$ cat config.mk
export PLATFORM = sky130hd
export DESIGN_NAME = pwm_cfg_scheduler
export DESIGN_NICKNAME = d
export VERILOG_FILES = /design/src/rtl/pwm_cfg_scheduler.sv
export SDC_FILE = /design/constraint.sdc
export NUM_CORES = 1
export LEC_CHECK = 0
export ABC_AREA = 0
export ABC_CLOCK_PERIOD_IN_PS = 4200
export BUFFER_PORTS_ARGS = -buffer_cell sky130_fd_sc_hd__buf_2
export CORE_MARGIN = 2
export CORE_UTILIZATION = 40
export DETAILED_ROUTE_END_ITERATION = 7
export PLACE_DENSITY = 0.69
export SLEW_MARGIN = 10
export SYNTH_ARGS = -nofsm -noshare
export SYNTH_HDL_FRONTEND = slang
export SYNTH_SLANG_ARGS = --single-unit
$ cat constraint.sdc
create_clock -name clk -period 4.2 [get_ports clk]
set_input_delay 0.21 -clock clk [delete_from_list [all_inputs] [get_ports clk]]
set_output_delay 0.21 -clock clk [all_outputs]
set_load 0.1 [all_outputs]
$ cat src/rtl/pwm_cfg_scheduler.sv
// Queues decoded SPI register writes and applies them one at a time to the active
// PWM configuration registers; duty-cycle updates wait for the next PWM period boundary.
module pwm_cfg_scheduler #(
  parameter int FIFO_DEPTH = 4,
  parameter int MAX_ADDR   = 4
) (
  input  logic       clk,
  input  logic       rst,
  input  logic       wr_valid,
  input  logic [6:0] wr_addr,
  input  logic [7:0] wr_data,
  output logic       wr_ready,
  input  logic       period_end,
  input  logic       err_clr,
  output logic [7:0] en_reg_out_7_0,
  output logic [7:0] en_reg_out_15_8,
  output logic [7:0] en_reg_pwm_7_0,
  output logic [7:0] en_reg_pwm_15_8,
  output logic [7:0] pwm_duty_cycle,
  output logic [4:0] fifo_count,
  output logic       busy,
  output logic       err_addr,
  output logic       overflow
);

  localparam int               PTR_W      = (FIFO_DEPTH > 1) ? $clog2(FIFO_DEPTH) : 1;
  localparam logic [4:0]       DEPTH_C    = 5'(FIFO_DEPTH);
  localparam logic [6:0]       MAX_ADDR_C = 7'(MAX_ADDR);
  localparam logic [PTR_W-1:0] PTR_ONE_C  = PTR_W'(1'b1);

  typedef enum logic [1:0] {
    ST_IDLE       = 2'd0,
    ST_APPLY      = 2'd1,
    ST_WAIT_BOUND = 2'd2
  } state_t;

  state_t           state_r;
  logic [6:0]       q_addr_r [FIFO_DEPTH];
  logic [7:0]       q_data_r [FIFO_DEPTH];
  logic [PTR_W-1:0] wr_ptr_r;
  logic [PTR_W-1:0] rd_ptr_r;
  logic [4:0]       count_r;
  logic [6:0]       cap_addr_r;
  logic [7:0]       cap_data_r;
  logic [7:0]       shadow_r;
  logic [7:0]       reg_out_lo_r;
  logic [7:0]       reg_out_hi_r;
  logic [7:0]       reg_pwm_lo_r;
  logic [7:0]       reg_pwm_hi_r;
  logic [7:0]       duty_r;
  logic             err_addr_r;
  logic             overflow_r;

  logic             ready_s;
  logic             accept_s;
  logic             push_s;
  logic             pop_s;
  logic             addr_bad_s;
  logic             drop_s;

  // Handshake decode: acceptance, address screening, drop detection and head pop
  always_comb begin
    ready_s    = 1'b0;
    accept_s   = 1'b0;
    addr_bad_s = 1'b0;
    push_s     = 1'b0;
    drop_s     = 1'b0;
    pop_s      = 1'b0;
    if (rst) begin
      ready_s = 1'b0;
    end else begin
      ready_s    = (count_r < DEPTH_C);
      accept_s   = wr_valid && ready_s;
      addr_bad_s = accept_s && (wr_addr > MAX_ADDR_C);
      push_s     = accept_s && !addr_bad_s;
      drop_s     = wr_valid && !ready_s;
      pop_s      = (state_r == ST_IDLE) && (count_r != 5'd0);
    end
  end

  // Pending-write queue storage and pointers; a push never lands on a full queue
  always_ff @(posedge clk) begin
    if (rst) begin
      wr_ptr_r <= '0;
      rd_ptr_r <= '0;
      count_r  <= 5'd0;
      for (int i = 0; i < FIFO_DEPTH; i++) begin
        q_addr_r[i] <= 7'd0;
        q_data_r[i] <= 8'd0;
      end
    end else begin
      if (push_s) begin
        q_addr_r[wr_ptr_r] <= wr_addr;
        q_data_r[wr_ptr_r] <= wr_data;
        wr_ptr_r           <= wr_ptr_r + PTR_ONE_C;
      end else begin
        wr_ptr_r <= wr_ptr_r;
      end
      if (pop_s) begin
        rd_ptr_r <= rd_ptr_r + PTR_ONE_C;
      end else begin
        rd_ptr_r <= rd_ptr_r;
      end
      case ({push_s, pop_s})
        2'b10:   count_r <= count_r + 5'd1;
        2'b01:   count_r <= count_r - 5'd1;
        default: count_r <= count_r;
      endcase
    end
  end

  // Apply sequencer: pop head, write the target register, hold duty writes for a boundary
  always_ff @(posedge clk) begin
    if (rst) begin
      state_r      <= ST_IDLE;
      cap_addr_r   <= 7'd0;
      cap_data_r   <= 8'd0;
      shadow_r     <= 8'd0;
      reg_out_lo_r <= 8'd0;
      reg_out_hi_r <= 8'd0;
      reg_pwm_lo_r <= 8'd0;
      reg_pwm_hi_r <= 8'd0;
      duty_r       <= 8'd0;
    end else begin
      case (state_r)
        ST_IDLE: begin
          if (pop_s) begin
            cap_addr_r <= q_addr_r[rd_ptr_r];
            cap_data_r <= q_data_r[rd_ptr_r];
            state_r    <= ST_APPLY;
          end else begin
            state_r <= ST_IDLE;
          end
        end
        ST_APPLY: begin
          case (cap_addr_r)
            7'd0: begin
              reg_out_lo_r <= cap_data_r;
              state_r      <= ST_IDLE;
            end
            7'd1: begin
              reg_out_hi_r <= cap_data_r;
              state_r      <= ST_IDLE;
            end
            7'd2: begin
              reg_pwm_lo_r <= cap_data_r;
              state_r      <= ST_IDLE;
            end
            7'd3: begin
              reg_pwm_hi_r <= cap_data_r;
              state_r      <= ST_IDLE;
            end
            7'd4: begin
              shadow_r <= cap_data_r;
              state_r  <= ST_WAIT_BOUND;
            end
            // Addresses without a backing register are discarded.
            default: state_r <= ST_IDLE;
          endcase
        end
        ST_WAIT_BOUND: begin
          if (period_end) begin
            duty_r  <= shadow_r;
            state_r <= ST_IDLE;
          end else begin
            state_r <= ST_WAIT_BOUND;
          end
        end
        default: state_r <= ST_IDLE;
      endcase
    end
  end

  // Sticky error flags; a new error event takes priority over a clear
  always_ff @(posedge clk) begin
    if (rst) begin
      err_addr_r <= 1'b0;
      overflow_r <= 1'b0;
    end else begin
      if (addr_bad_s) begin
        err_addr_r <= 1'b1;
      end else if (err_clr) begin
        err_addr_r <= 1'b0;
      end else begin
        err_addr_r <= err_addr_r;
      end
      if (drop_s) begin
        overflow_r <= 1'b1;
      end else if (err_clr) begin
        overflow_r <= 1'b0;
      end else begin
        overflow_r <= overflow_r;
      end
    end
  end

  assign wr_ready        = ready_s;
  assign en_reg_out_7_0  = reg_out_lo_r;
  assign en_reg_out_15_8 = reg_out_hi_r;
  assign en_reg_pwm_7_0  = reg_pwm_lo_r;
  assign en_reg_pwm_15_8 = reg_pwm_hi_r;
  assign pwm_duty_cycle  = duty_r;
  assign fifo_count      = count_r;
  assign busy            = (state_r != ST_IDLE) || (count_r != 5'd0);
  assign err_addr        = err_addr_r;
  assign overflow        = overflow_r;

endmodule

==> run metrics, run 1 <==
met2 wire len=5660 um; CP Launch Point=fifo_count[2]; Layout area overhead=18.1%; reg-to-reg critical path startpoint=fifo_count[2]; ys async rst share=0%; share of cells above drive strength 1=22.9%; ANT cells=0; pins over their slew limit=0; HP Class=in2reg; # nets final=575; Comb pwr share=3.6%; crit start category=flip-flop; FF-to-FF End=fifo_count[4]; final wirelength=11800 um; Antenna Nets Post-Route=0; Sw Share=21.0%; via count=3741; critical path type=reg2reg; Switching Power=615 uW; Post-DP HPWL=7760 um; drc violations=0; initial antenna violation count=0; area occupied by registers=3320 um2; Top Metal Used=met4; Peak VDD IR=0.305 mV; Sequential Power Share=48.8%; crit path DAT=3750 ps; Critical Path RT=4510 ps; Clk pwr share=47.5%; crit path time final=3440 ps; Die Width=123 um; DRT Pass-1 Iters=5; met1 wire length=5460 um; gp weighted congestion=0.765; Post-Syn Area=5700 um2; total CTS buffers=17; Root Buffer=clkbuf_16; setup TNS=0 ps; quantity of gates resized following cts=0; vias in the first global route=3725; final hold vios=0; clk sinks=136; CORE AREA=13900 um2; clk buf depth=2; port bufs=68; Reg2Reg Setup Slack=760 ps; drt wl/cell=15.9 um; CTS tree=done; Slew HR=41.9%; Hold WS=60.6 ps; Vias/cell=5.03; Initial Util=41.0%; Tot GR Track Use=16.5%; Post-CTS Setup Inserts=0; clock-pin slew on the worst setup and hold paths=60 ps; cell area after layout=6730 um2; Setup Skew=11.7 ps; commonest non-fill, non-tap cell in the layout=dfxtp_1; largest net degree at the start of global routing=93; commonest non-fill, non-tap cells in the layout=dfxtp_1, buf_2, edfxtp_1; Critical Path End Type=flip-flop; PwrDens=435 nW/um2; Pint=2310 uW; Distinct cells, synth=48; max cap viols=0; Top Ports=69; total number of H-tree levels=4; ys flop type=dfxtp_1; Skew-Pair Late Insertion Delay=420 ps; unrepaired setup endpoints after global routing=no; worst-path fanout max=17; Final setup viols=0; die height=123 um; Worst Reg-to-Reg Cells=9; Achievable Freq=290 MHz; Synth Area per Inst=11.9 um2; die footprint=15200 um2; grt ovf=0; Std-Cell Rows=43; footprint of the multi-input gates=2270 um2; crit path to=fifo_count[4]; 1st-iter DRT viols=312; sequential element share of the synthesized area=58.3%; fin crit share=82.0%; Leakage=0.00268 uW; Synthesis Warnings=0; Post-CTS Hold Buffers=0; first-pass GRT wire length=18800 um; placed cell count=712; outcome=completed; Finished Layout Cells=743; synthesized instance count=479; Post-DP Area=6180 um2; met3 wire length=603 um; Least-Margin Pin Slew=872 ps; fillers=1253; number of register bits inferred by synthesis=136; number of enable flip-flop cells after synthesis=60
## power groups by stage
stage / Combinational, uW / Clock (uW) / Sequential (uW)
2_1_floorplan: 71.9 / 0 / 1450
3_3_place_gp: 104 / 0 / 1450
3_5_place_dp: 106 / 0 / 1460
5_1_grt: 115 / 1460 / 1430
4_1_cts: 106 / 1400 / 1430
6_report: 106 / 1390 / 1430
## cell usage after synthesis (2+ instances only)
cell	n	share of area (%)
a21oi_1	31	2.7
and2_1	44	4.8
buf_2	4	0.35
buf_4	2	0.26
buf_6	3	0.59
clkbuf_1	23	1.5
dfxtp_1	76	27
edfxtp_1	60	32
ha_1	4	0.88
inv_1	2	0.13
mux2i_1	41	7.2
mux4_2	15	5.9
nand2_1	42	2.8
nand2b_1	21	2.3
nand3_1	9	0.79
nand3b_1	4	0.53
nor2_1	49	3.2
nor2b_1	3	0.33
nor3_1	2	0.18
nor4_4	2	0.75
o21ai_0	3	0.26
o311ai_0	2	0.31
o31a_1	2	0.31
or2_2	5	0.55
or3b_2	2	0.31
or4b_4	2	0.48
xnor2_1	3	0.46
xor2_1	3	0.46
## how the worst min path moves through the flow
stage | depth (start not counted) | end | from
3_5_place_dp | 2 | en_reg_out_7_0[5] | en_reg_out_7_0[5]
2_1_floorplan | 2 | overflow | wr_valid
4_1_cts | 3 | overflow | wr_valid
5_1_grt | 3 | overflow | wr_valid
6_report | 3 | overflow | wr_valid
3_3_place_gp | 2 | en_reg_out_7_0[3] | en_reg_out_7_0[3]
## per-layer routing
metal | up-vias | GRT usage [%]
li1 | 1806 | -
met1 | 1820 | 21.0
met2 | 103 | 27.2
met3 | 12 | 4.57
met4 | 0 | 5.11
met5 | - | 0
## registers in the layout (all words and copies together) (netlist names), 5 cells and up
name,count
cap_addr_r,7
cap_data_r,8
en_reg_out_15_8,8
en_reg_out_7_0,8
en_reg_pwm_15_8,8
en_reg_pwm_7_0,8
fifo_count,5
pwm_duty_cycle,8
q_addr_r,28
q_data_r,32
shadow_r,8
## logic make-up after synthesis
kind of cell | after synthesis | share of synthesized area (%)
xor+xnor | 6 | 0.923
simple gates | 197 | 18.9
flops | 136 | 58.3
buf+inv | 34 | 2.86
compound gates | 44 | 4.68
fa+ha+maj | 4 | 0.879
mux | 57 | 13.3
other cells | 1 | 0.0658
## worst max-delay path, cell delays in order (launching register included)
cell	delay, ps
dfxtp_1	400
or3_1	530
o31ai_4	580
nor2_1	180
ha_1	340
ha_1	400
a21oi_1	80
o31a_1	240
o21ai_0	220
mux2_2	360
## final cells by class
type / instances / share of cell area, %
well taps: 180 / 3.35
flip-flops and latches: 136 / 49.4
repair buffers: 70 / 5.28
inverters: 2 / 0.112
multi-input cells: 324 / 33.8
clock buffers: 20 / 6.49
clock inverters: 11 / 1.60
## metrics by stage
stage               total power, uW  setup WS, ps  util (%)
finish                         2920           755      48.5
global route                   3010           555      48.5
CTS                            2940           775      48.5
detailed placement             1560           767      44.6
global placement               1560           986      44.6
floorplan                      1530           523         -
No activity file was read; power rests on OpenSTA's default activity.
==> inputs of run 2 (changes only) <==
- ABC_CLOCK_PERIOD_IN_PS: 4200 -> 2900
- PLACE_DENSITY: 0.69 -> 0.72
- clock period: 4.2 -> 2.9 ns (I/O delays scaled with it)
==> run 2 against run 1 <==
Against the previous run:
- design area rose by 4.1%
- via count fell by 0.51%
- first-iteration DRC count fell by 25%
- critical endpoint unchanged
- core utilization rose by 2.0 points
==> run metrics, run 2 (synthesized netlist as in run 1, its figures left out) <==
CP max stage delay=560 ps; pins over their slew limit=0; Least-Margin Pin Slew=843 ps; crit path time final=2810 ps; final hold vios=0; Top Registers=q_data_r: 32 flops, q_addr_r: 28 flops; HP Class=in2reg; initial antenna violation count=0; Root Buffer=clkbuf_16; crit start category=flip-flop; crit path DAT=3120 ps; CTS tree=done; critical path type=reg2reg; Layout area overhead=22.9%; Top Ports=69; fin crit share=96.8%; Hold Path Depth=3; Worst Reg-to-Reg Cells=10; drt wl/cell=15.6 um; total CTS buffers=17; Tot GR Track Use=16.4%; gp weighted congestion=0.877; clk sinks=136; pre-CTS setup slack=-29.2 ps; commonest non-fill, non-tap cell in the layout=dfxtp_1; fillers=1184; Post-DP HPWL=7880 um; final wirelength=11800 um; critical path's slowest cell=or4b_4; share of cells above drive strength 1=27.9%; die height=123 um; Achievable Freq=356 MHz; Vias/cell=4.92; Die Width=123 um; Initial Util=41.0%; CORE AREA=13900 um2; clock-pin slew on the worst setup and hold paths=60 ps; Setup Skew=8.24 ps; Skew-Pair Late Insertion Delay=420 ps; Final setup viols=0; ANT cells=0; clk buf depth=2; Antenna Nets Post-Route=0; Post-CTS Setup Inserts=0; Largest register FFs=32; PwrDens=639 nW/um2; drc violations=0; worst-path fanout max=5; 1st-iter DRT viols=234; fin util=50.5%; Largest Register=q_data_r; Slew HR=43.8%; first-pass GRT wire length=18700 um; die footprint=15200 um2; vias in the first global route=3717; largest net degree at the start of global routing=93; commonest non-fill, non-tap cells in the layout=dfxtp_1, buf_2, edfxtp_1; # nets final=588; port bufs=68; Peak VDD IR=0.524 mV; unrepaired setup endpoints after global routing=yes; Critical Path RT=3210 ps; via count=3722; Std-Cell Rows=43; fin worst setup slack=92.1 ps; Critical Path End Type=flip-flop; Leakage=0.00280 uW; total number of H-tree levels=4; DRT Pass-1 Iters=4; max cap viols=0; cells along the critical path=or4b_4 > nor4bb_4 > inv_4 > ha_4 > xor2_1 > ha_2 > a21oi_2 > o31a_1 > o21ai_2 > mux2_4; grt ovf=0; outcome=completed
[run 2: changes by cell type in the layout (fill, tap and decap cells not counted), moves of 3 or more]
cell,delta
buf_4,+12
clkbuf_16,+5
clkinv_1,-4
dfxtp_1,-4
dfxtp_4,+3
ha_1,-4
[run 2: area by class of cell]
cell class	instances	area, um2	area share [%]
Sequential cell	136	3340	47.7
Clock buffer	24	568	8.11
Clock inverter	8	75.1	1.07
Multi-Input combinational cell	324	2330	33.3
Tap cell	180	225	3.22
Inverter	2	10.0	0.143
Timing Repair Buffer	83	455	6.50
[run 2: worst paths after layout]
| path | from | end | slack (ps) |
|---|---|---|---|
| setup / recovery | fifo_count[3] | fifo_count[4] | 90 |
| hold / removal | period_end | state_r[1] | 30 |
| setup reg to reg | fifo_count[3] | fifo_count[4] | 90 |
| hold reg to reg | en_reg_out_7_0[4] | en_reg_out_7_0[4] | 450 |
[run 2: worst max-delay path, delay by kind of cell (launching register included)]
kind	cells	cell delay, ps
buf+inv	1	60
compound gates	3	470
flops	1	370
mux	1	310
simple gates	2	920
fa+ha+maj	2	420
xor+xnor	1	150
[run 2: metrics by stage]
| stage | TNS (ps) | hold WS [ps] | cells | total power, uW | area [um2] |
|---|---|---|---|---|---|
| after floorplan | -275 | 284 | 494 | 2210 | 5840 |
| after global placement | 0 | 399 | 724 | 2260 | 6330 |
| after detailed placement | -29.2 | 410 | 724 | 2270 | 6330 |
| after CTS | 0 | 9.41 | 757 | 4520 | 7000 |
| after global routing | -49.3 | 18.7 | 757 | 4620 | 7000 |
| final | 0 | 31.6 | 757 | 4480 | 7000 |
[run 2: where the power goes]
group / internal (uW) / total (uW) / leakage [uW] / switching, uW
logic: 60.8 / 166 / 0.00126 / 105
clock network: 1460 / 2250 / 0.000314 / 794
registers: 2040 / 2060 / 0.00123 / 17.7
total: 3560 / 4480 / 0.00280 / 917
[run 2: timing repair]
| item | 4_1_cts | 5_1_grt |
|---|---|---|
| hold endpoints to repair | 1 | 0 |
| hold buffers | 1 | 0 |
| gates resized for setup | 1 | 2 |
| setup endpoints to repair | 1 | 1 |
| pin swaps | 0 | 3 |
[run 2: per-layer routing]
layer / up-vias / part of all wire, % / global-route usage, %
met5: - / 0 / 0
met4: 0 / 1.1 / 5.54
met3: 14 / 5.6 / 5.72
met2: 92 / 49 / 26.8
met1: 1785 / 44 / 20.2
li1: 1831 / - / -
